--- config.mk ---
export PLATFORM = sky130hd
export DESIGN_NAME = enc_arb
export DESIGN_NICKNAME = d
export VERILOG_FILES = /design/src/rtl/enc_pkg.sv /design/src/rtl/enc_rr_arb.sv /design/src/rtl/enc_arb.sv
export SDC_FILE = /design/constraint.sdc
export NUM_CORES = 1
export LEC_CHECK = 0
export ABC_AREA = 0
export CAP_MARGIN = 10
export CORE_ASPECT_RATIO = 1.75
export CORE_MARGIN = 5
export CORE_UTILIZATION = 33
export CTS_CLUSTER_SIZE = 12
export DETAILED_ROUTE_END_ITERATION = 8
export PLACE_DENSITY = 0.74
export SYNTH_ARGS = -nofsm -noshare
export SYNTH_HDL_FRONTEND = slang
export SYNTH_HIERARCHICAL = 1
export SYNTH_SLANG_ARGS = --single-unit
--- constraint.sdc ---
create_clock -name clk -period 3.1 [get_ports clk]
set_input_delay 0.465 -clock clk [delete_from_list [all_inputs] [get_ports clk]]
set_output_delay 0.465 -clock clk [all_outputs]
set_load 0.01 [all_outputs]
--- src/rtl/enc_pkg.sv ---
// Shared widths and types for the SEC-DED encoder arbiter slice.
// 32-bit data words encode to 39-bit codewords.
package enc_pkg;

    localparam int unsigned DATA_W = 32;
    localparam int unsigned CODE_W = 39;

    typedef logic [DATA_W-1:0] data_t;
    typedef logic [CODE_W-1:0] code_t;

endpackage

--- src/rtl/enc_rr_arb.sv ---
// Round-robin grant for the shared encoder: the first valid requester at or
// above ptr (wrapping at NUM_REQ-1) wins; ptr moves past the winner on accept.
module enc_rr_arb #(
    parameter int unsigned NUM_REQ = 4,
    parameter int unsigned ID_W    = 2
) (
    input  logic               clk,
    input  logic               rst,
    input  logic [NUM_REQ-1:0] valid,
    input  logic               adv,
    output logic [NUM_REQ-1:0] grant,
    output logic [ID_W-1:0]    grant_id,
    output logic               any
);

    logic [ID_W-1:0] ptr;
    logic [ID_W-1:0] idx;
    int unsigned     sum;

    always_comb begin
        grant    = '0;
        grant_id = '0;
        any      = 1'b0;
        idx      = '0;
        sum      = 0;
        for (int unsigned i = 0; i < NUM_REQ; i++) begin
            // Explicit wrap so non-power-of-two NUM_REQ never indexes past the last port.
            sum = 32'(ptr) + i;
            if (sum >= NUM_REQ) begin
                sum = sum - NUM_REQ;
            end
            idx = ID_W'(sum);
            if (!any && valid[idx]) begin
                grant[idx] = 1'b1;
                grant_id   = idx;
                any        = 1'b1;
            end
        end
    end

    always_ff @(posedge clk) begin
        if (rst) begin
            ptr <= '0;
        end else if (any && adv) begin
            ptr <= (32'(grant_id) == NUM_REQ - 1) ? '0 : grant_id + ID_W'(1);
        end
    end

endmodule

--- src/rtl/enc_arb.sv ---
// Arbitrates NUM_REQ writers onto one external SEC-DED encoder (S1 -> OUT pipe).
// Optional ENC_ERR_INJECT_EN adds a one-shot codeword error injector.
module enc_arb
    import enc_pkg::*;
#(
    parameter int unsigned NUM_REQ = 4,
    parameter int unsigned ID_W    = 2,
    parameter int unsigned CNT_W   = 16
) (
    input  logic                      clk,
    input  logic                      rst,
    input  logic [NUM_REQ-1:0]        req_valid,
    input  logic [NUM_REQ*DATA_W-1:0] req_data,
    output logic [NUM_REQ-1:0]        req_ready,
    output logic [DATA_W-1:0]         enc_in,
    input  logic [CODE_W-1:0]         enc_out,
    output logic                      out_valid,
    output logic [CODE_W-1:0]         out_data,
    output logic [ID_W-1:0]           out_id,
    input  logic                      out_ready,
    output logic [CNT_W-1:0]          cw_count
`ifdef ENC_ERR_INJECT_EN
    ,
    input  logic                      inj_arm,
    input  logic [CODE_W-1:0]         inj_mask
`endif
);

    logic               s1_valid;
    logic [DATA_W-1:0]  s1_data;
    logic [ID_W-1:0]    s1_id;
    logic               out_adv;
    logic               s1_adv;
    logic               accept;
    logic               any;
    logic [NUM_REQ-1:0] grant;
    logic [ID_W-1:0]    gid;
    logic [DATA_W-1:0]  sel_data;
    logic [CODE_W-1:0]  cap;

    assign out_adv   = !out_valid || out_ready;
    assign s1_adv    = !s1_valid || out_adv;
    assign req_ready = s1_adv ? grant : '0;
    assign accept    = any && s1_adv;
    assign enc_in    = s1_data;

    enc_rr_arb #(
        .NUM_REQ (NUM_REQ),
        .ID_W    (ID_W)
    ) u_arb (
        .clk      (clk),
        .rst      (rst),
        .valid    (req_valid),
        .adv      (s1_adv),
        .grant    (grant),
        .grant_id (gid),
        .any      (any)
    );

    always_comb begin
        sel_data = '0;
        for (int unsigned i = 0; i < NUM_REQ; i++) begin
            if (32'(gid) == i) begin
                sel_data = req_data[i*DATA_W +: DATA_W];
            end
        end
    end

`ifdef ENC_ERR_INJECT_EN
    logic              armed;
    logic [CODE_W-1:0] mask;

    // A capture on the arming edge still uses the old state; arming wins the update.
    always_ff @(posedge clk) begin
        if (rst) begin
            armed <= 1'b0;
            mask  <= '0;
        end else if (inj_arm) begin
            armed <= 1'b1;
            mask  <= inj_mask;
        end else if (out_adv && s1_valid) begin
            armed <= 1'b0;
        end
    end

    assign cap = armed ? (enc_out ^ mask) : enc_out;
`else
    assign cap = enc_out;
`endif

    always_ff @(posedge clk) begin
        if (rst) begin
            s1_valid  <= 1'b0;
            s1_data   <= '0;
            s1_id     <= '0;
            out_valid <= 1'b0;
            out_data  <= '0;
            out_id    <= '0;
            cw_count  <= '0;
        end else begin
            if (s1_adv) begin
                s1_valid <= accept;
                if (accept) begin
                    s1_data <= sel_data;
                    s1_id   <= gid;
                end
            end
            if (out_adv) begin
                out_valid <= s1_valid;
                if (s1_valid) begin
                    out_data <= cap;
                    out_id   <= s1_id;
                end
            end
            if (out_valid && out_ready) begin
                cw_count <= cw_count + CNT_W'(1);
            end
        end
    end

    a_ready_onehot: assert property (@(posedge clk) disable iff (rst) $onehot0(req_ready));
    a_out_hold: assert property (@(posedge clk) disable iff (rst)
        (out_valid && !out_ready) |=> (out_valid && $stable(out_data) && $stable(out_id)));

endmodule

Word level (Yosys, flattened, before mapping):

Cells that the tools add are included.
W data, S select, Z words.

* flip-flop bits (word level): 95
* latch bits: 0
* bits in writable memories: 0
* ROM bits: 0
* input bits: 174
* output and inout port bits: 94
* logic and storage cells: 92
* memories kept: 0

* $add $sub $neg: 9
* multipliers: 0
* divide/modulo/power cells: 0
* order comparisons: 12
* equality and inequality tests: 3
* shift operators: 0
* mux-type cells: 38
* bitwise logic cells: 3
* reduce and logical (&&, ||, !) cells: 19

Operators with widths (count)
* $mux W32: 4
* $mux W4: 5
* $mux W2: 9
* $add A16 B1 Y16 const B: 1
* $lt A2 B3 Y1 const B: 4
* $mux W1: 12
* $or A4 B4 Y4: 3
* $ge A3 B3 Y1 const B: 3
* $logic_and A1 B1 Y1: 9
* $bmux W1 S2: 4
* $demux W1 S2: 4
* $ge A2 B1 Y1 const B: 4
* $sub A2 B1 Y2 const B: 4
* $add A2 B2 Y3 const B: 2
* $logic_not A1 Y1: 5
* $eq A2 B2 Y1 const B: 2
* $reduce_and A2 Y1: 2
* $add A2 B1 Y3 const B: 1
* $ge A2 B3 Y1 const B: 1
* $add A2 B1 Y2 const B: 1
* $eq A2 B1 Y1 const B: 1
* $logic_not A2 Y1: 1
* $logic_or A1 B1 Y1: 2

Depth between registers and ports, before layout:

Gate-level depths: netlist of run 1.

* word-level depth: 19
* gate-level depth with buffers: 12
* mapped depth without buffers: 9

By module:

The synthesis of run 1 kept the hierarchy.

Modules (own cells, without submodules)
* enc_arb: instances 1, cells an instance 462, area an instance 4125.2 um^2, sequential area each 1861.8 um^2
* enc_rr_arb: instances 1, cells an instance 57, area an instance 548.0 um^2, sequential area each 40.0 um^2

Least setup slack after synthesis of run 1:

No wires, ideal clock.

* kind: flip-flop to flip-flop
* start: register (tool-made name)
* end: register s1_data[10] (netlist: enc_in[10])
* setup time: 0.132 ns
* data arrival time: 3.009 ns
* required time: 2.968 ns
* slack: -0.041 ns
* cell stages (with the launch flop): 13
* path buffers: 3
* clock period less this slack: 3.141 ns
* cells stage by stage: dfxtp_1 -> buf_4 -> inv_1 -> ha_1 -> mux4_2 -> nor2b_2 -> o21ai_1 -> nand2_1 -> buf_2 -> buf_2 -> mux4_2 -> nand2_1 -> a21oi_1

RTL lines
* end signal: assignment: line enc_arb.sv:104 `s1_data <= sel_data;`
* end: declaration: line enc_arb.sv:30 `logic [DATA_W-1:0] s1_data;`

==> summary.txt, run 1 <==
Yosys cell types = 42
Worst skew pair latency = 0.34 ns
Met3 Usage GRT = 5.54%
FP Rows = 57
Total CTS buffers = 9
Status = completed
Pwr per Cell Area = 789 nW/um^2
Cell count after synthesis = 519
Peak Freq = 0.330 GHz
FF-to-FF path depth = 10
Sequential fraction of the synthesis area = 40.7%
Most numerous cell in the Yosys netlist = nand2_1
Hold Path End = enc_in[2]
Worst setup SP type = flip-flop
Mapped Area = 4670 um^2
Final HPWL DP = 13000 um
Initial antenna violation count = 0
Post-synth top area cell = dfxtp_1
Wirelength per Cell = 17.0 um
Ys Warns = 6
Maximum vdd ir drop = 440 uV
Arrival time worst endpoint = 2.56 ns
Post-CTS Hold Fix Bufs = 0
Hold_sp = enc_in[2]
Final Cycle Share = 97.6%
Final hold vios = 0
Worst hold slack = 0.451 ns
Syn Nets = 700
CP peak stage delay = 0.58 ns
Multi-input gate area = 2600 um^2
Layout cells sized above 1 = 12.4%
Rel. slew slack = 31.9%
Max_cap viols = 0
Avg Synthesized Cell Area = 9.00 um^2
Vias = 4907
Final min period = 3.03 ns
Via-to-Cell Ratio = 5.06
Grt total ovfl = 0
Gate power share = 55.6%
IO buf count = 267
Post-route ant nets = 0
Nets@finish = 968
FF+latch count, synth = 95
Sw power = 2160 uW
Hold Crit Class = reg -> reg
DIE AREA = 16700 um^2
Finished Cell Area = 7990 um^2
Sequential Power Share = 26.9%
Sequential cell area = 1900 um^2
CTS H-tree depth = 3
Number of inserted diodes = 0
Drt initial violations = 163
Post-synth top cells = nand2_1, dfxtp_1, a21oi_1
Clk_skew = 0.0103 ns
CTS tree = done
Hold path cells = 2
Initial Util = 33.6%
CP max stage cell = mux4_2
Post-synth EDFFs = 0
WS Path Type = reg -> out
Clock power frac = 17.6%
Clk slew on worst S/H paths = 0.06 ns
Main area contributors after synthesis = dfxtp_1, mux4_2, nand2_1
Worst reg-to-reg setup slack = 0.26 ns
GPL Wtd Cong = 0.900
Ys async rst share = 0%
Clock buffer depth = 2
Vias in the first global route = 5156
Core Area = 13900 um^2
Max Slew Vio Count = 0
Final number of setup-violating endpoints = 0
Main flop type after synthesis = dfxtp_1
Placed cell area = 7600 um^2
Critical Path End Type = output port
Leakage dissipation = 0.00302 uW
CP Max Fanout = 11
Pin count of the biggest net entering global routing = 96
Drt first pass iters = 4
Worst path required time = 2.63 ns
Root Driver = clkbuf_16
Die W = 100 um
Internal = 4140 uW
Die height = 167 um
CTS sink count = 95
Worst-Margin Slew = 1.02 ns
Grt met1 use = 16.9%
Met2 usage = 36.2%
FILL cells = 1209
Gr busiest metal = met2
Area growth from synthesis to layout = 71.0%
Share of the synthesized area in the top cell type = 40.7%
Total wire length = 16500 um
Final Power = 6310 uW
First-pass GRT wire length = 25000 um
Global router's overall resource usage = 18.7%
Cell Chain, Critical Path = buf_6 > mux4_2 > buf_4 > a22oi_1 > nor2_1 > a221o_1 > and2_1 > dlygate4sd2_1
Residual DRC = 0
R2r endpoint = enc_in[21]
# IOs = 268
Switching share of power = 34.3%
[state kept, by name (all words and copies together) (netlist names), named ones only]
register	flops
out_data	39
enc_in	32
cw_count	16
out_id	2
s1_id	2
out_valid	1
s1_valid	1
u_arb/ptr	1
[area by class of cell]
class	count	share of cell area [%]
Timing Repair Buffer	297	36.9
Inverter	5	0.235
Clock buffer	10	2.87
Tap cell	177	2.77
Multi-Input combinational cell	379	32.6
Sequential cell	95	23.8
Clock inverter	6	0.861
[metal layers]
metal / up-vias / share of wire (%)
met4: 0 / 4.6
met3: 50 / 7.3
met2: 223 / 56
met5: - / 0
li1: 2342 / -
met1: 2292 / 32
[how the worst max path moves through the flow]
stage	startpoint	end	cells past startpoint
final	flip-flop	req_ready[0]	8
after global routing	flip-flop	req_ready[1]	8
after CTS	req_valid[2]	req_ready[0]	8
after detailed placement	req_valid[0]	req_ready[0]	8
after global placement	req_valid[1]	req_ready[2]	8
after floorplan	flip-flop	enc_in[10]	12
[worst max-delay path: cells and delay by family, from the launching register on]
kind	cells	cell delay [ns]
buf+inv	3	0.61
flops	1	0.36
simple gates	2	0.19
mux	1	0.58
compound gates	2	0.48
[power by group through the flow]
stage / combinational, uW / sequential [uW] / clock, uW
floorplan: 1880 / 1840 / 0
global placement: 3330 / 1700 / 0
detailed placement: 3410 / 1720 / 0
CTS: 3450 / 1700 / 1140
global route: 3750 / 1730 / 1190
finish: 3500 / 1690 / 1110
[logic make-up (layout without fill, tap and decap cells)]
family / after synthesis / in the layout / share of synthesized area (%)
xor+xnor: 11 / 11 / 2.06
simple gates: 215 / 215 / 19.9
flops: 95 / 95 / 40.7
compound gates: 107 / 107 / 13.0
buf+inv: 45 / 318 / 4.42
fa+ha+maj: 7 / 7 / 1.87
mux: 39 / 39 / 18.0
[stage by stage]
stage                     worst slack (ns)  std cells  setup TNS, ns  utilization [%]
after detailed placement            -0.146        943          -3.36             54.6
after global placement             -0.0790        943         -0.552             54.6
after floorplan                    -0.0412        519          -1.04                -
after CTS                           0.0295        961              0             57.0
after global routing               -0.0256        969        -0.0420             57.4
final                               0.0740        969              0             57.4
[placed cells by master, fill, tap and decap left out, types with 5 or more instances in the layout]
cell type / n
nand3_1: 6
mux4_2: 36
xor2_1: 10
dlygate4sd2_1: 6
dfxtp_1: 95
a21oi_1: 84
nand4_1: 6
o21ai_0: 5
buf_4: 26
clkbuf_16: 9
ha_1: 6
a22oi_1: 5
and2_1: 7
nand2_1: 156
clkdlybuf4s50_1: 258
nor2_1: 18
[timing repair]
action | CTS | global route
setup buffers | 2 | 8
pin swaps | 1 | 0
cloned | 0 | 0
resized for setup | 10 | 2
endpoints found under the setup margin | 4 | 2
No activity file was read; power rests on OpenSTA's default activity.
==> run 2, diff against run 1 <==
- CAP_MARGIN: 10 -> default
- SETUP_SLACK_MARGIN: default -> 0.1
- SLEW_MARGIN: default -> 30
==> summary.txt, run 2 (synthesis results as in run 1) <==
Status = completed
Clock buffer depth = 2
GPL Wtd Cong = 0.878
Finished Core Util = 57.5%
Area growth from synthesis to layout = 71.0%
Initial Util = 33.6%
FP Rows = 57
Pin count of the biggest net entering global routing = 96
Hold Crit Class = reg -> reg
CTS H-tree depth = 3
# IOs = 268
Grt total ovfl = 0
Max Slew Vio Count = 0
Layout cells sized above 1 = 12.7%
Worst skew pair latency = 0.34 ns
Commonest non-fill, non-tap cell in the layout = clkdlybuf4s50_1
Worst hold slack = 0.454 ns
CTS sink count = 95
Clk slew on worst S/H paths = 0.07 ns
Die height = 167 um
First-pass GRT wire length = 25000 um
Vias in the first global route = 5171
Drt first pass iters = 4
Final HPWL DP = 12800 um
Arrival time worst endpoint = 2.46 ns
Pwr per Cell Area = 803 nW/um^2
Final min period = 2.92 ns
Worst setup SP type = flip-flop
Final number of setup-violating endpoints = 0
Final Cycle Share = 94.3%
Max reg flops = 39
CTS tree = done
Drt initial violations = 196
Final Non-Filler Cells = 966
Total CTS buffers = 9
Via-to-Cell Ratio = 5.04
Leakage dissipation = 0.00300 uW
Max_cap viols = 0
Wirelength per Cell = 16.7 um
Clk_skew = 0.0103 ns
Global router's overall resource usage = 18.8%
Setup TNS = 0 ns
Number of inserted diodes = 0
Die W = 100 um
Initial antenna violation count = 2
Final hold vios = 0
Unrepaired setup endpoints after global routing = yes
Maximum vdd ir drop = 473 uV
Residual DRC = 0
Post-route ant nets = 0
Most frequent cells in the layout = clkdlybuf4s50_1, nand2_1, dfxtp_1, a21oi_1, mux4_2
Core Area = 13900 um^2
WS Path Type = reg -> out
Peak Freq = 0.342 GHz
CP Max Fanout = 4
Vias = 4866
Critical Path End Type = output port
Root Driver = clkbuf_16
Worst path required time = 2.63 ns
Post-CTS Hold Fix Bufs = 0
Dpl cells = 941
IO buf count = 267
Worst-Margin Slew = 0.867 ns
Biggest register = out_data
Rel. slew slack = 42.1%
Nets@finish = 965
Total wire length = 16100 um
DIE AREA = 16700 um^2
## run 2: layer usage
layer / share of wire, % / wire [um] / vias to the layer above / GRT usage, %
met2: 57 / 9160 / 203 / 36.9
met1: 32 / 5170 / 2271 / 17.2
met4: 3.8 / 616 / 4 / 8.92
met3: 6.9 / 1110 / 45 / 5.04
met5: 0.14 / 23 / - / 0
li1: - / - / 2343 / -
## run 2: final timing paths
path	startpoint	end	slack [ns]	cells past startpoint
worst max register to register	flip-flop	enc_in[18]	0.26	12
worst min register to register	enc_in[8]	enc_in[8]	0.45	2
worst max-delay path	flip-flop	req_ready[2]	0.18	9
worst min-delay path	enc_in[8]	enc_in[8]	0.45	2
## run 2: critical path, stage by stage (launching register included)
cell and delay (ns):
dfxtp_2 0.34, inv_2 0.07, ha_4 0.28, mux4_2 0.35, buf_6 0.16, a22oi_2 0.20, nor2_1 0.06, a221o_1 0.25
and2_1 0.13, dlygate4sd2_1 0.28
## run 2: cell type report
class	count	area, um^2
multi-input combinational	379	2620
clock inverter	7	104
fill	1214	5910
inverter	5	18.8
clock buffer	9	225
sequential	95	1900
tap	177	221
timing repair buffer	294	2900
## run 2: power breakdown
group	switching, uW	total [uW]	internal, uW
combinational	1520	3500	1990
sequential	169	1700	1530
clock	492	1210	717
## run 2: per-stage QoR
step	worst slack, ns	power (uW)	cell area, um^2
floorplan	0.0843	3760	4690
detailed placement	-0.191	5120	7560
global route	0.0812	6830	7990
CTS	0.117	6450	7970
finish	0.176	6410	7990
global placement	-0.0654	5040	7560
## run 2: timing repair
action / in CTS / in global routing
resized for setup: 14 / 7
pin swaps: 1 / 0
buffers inserted: 8 / 1
setup endpoints to repair: 4 / 35
==> run 3, diff against run 2 <==
- ABC_CLOCK_PERIOD_IN_PS: default -> 3100
==> results of run 3 <==
Same layout as run 2: the final DEF is identical, and so are final timing and power.
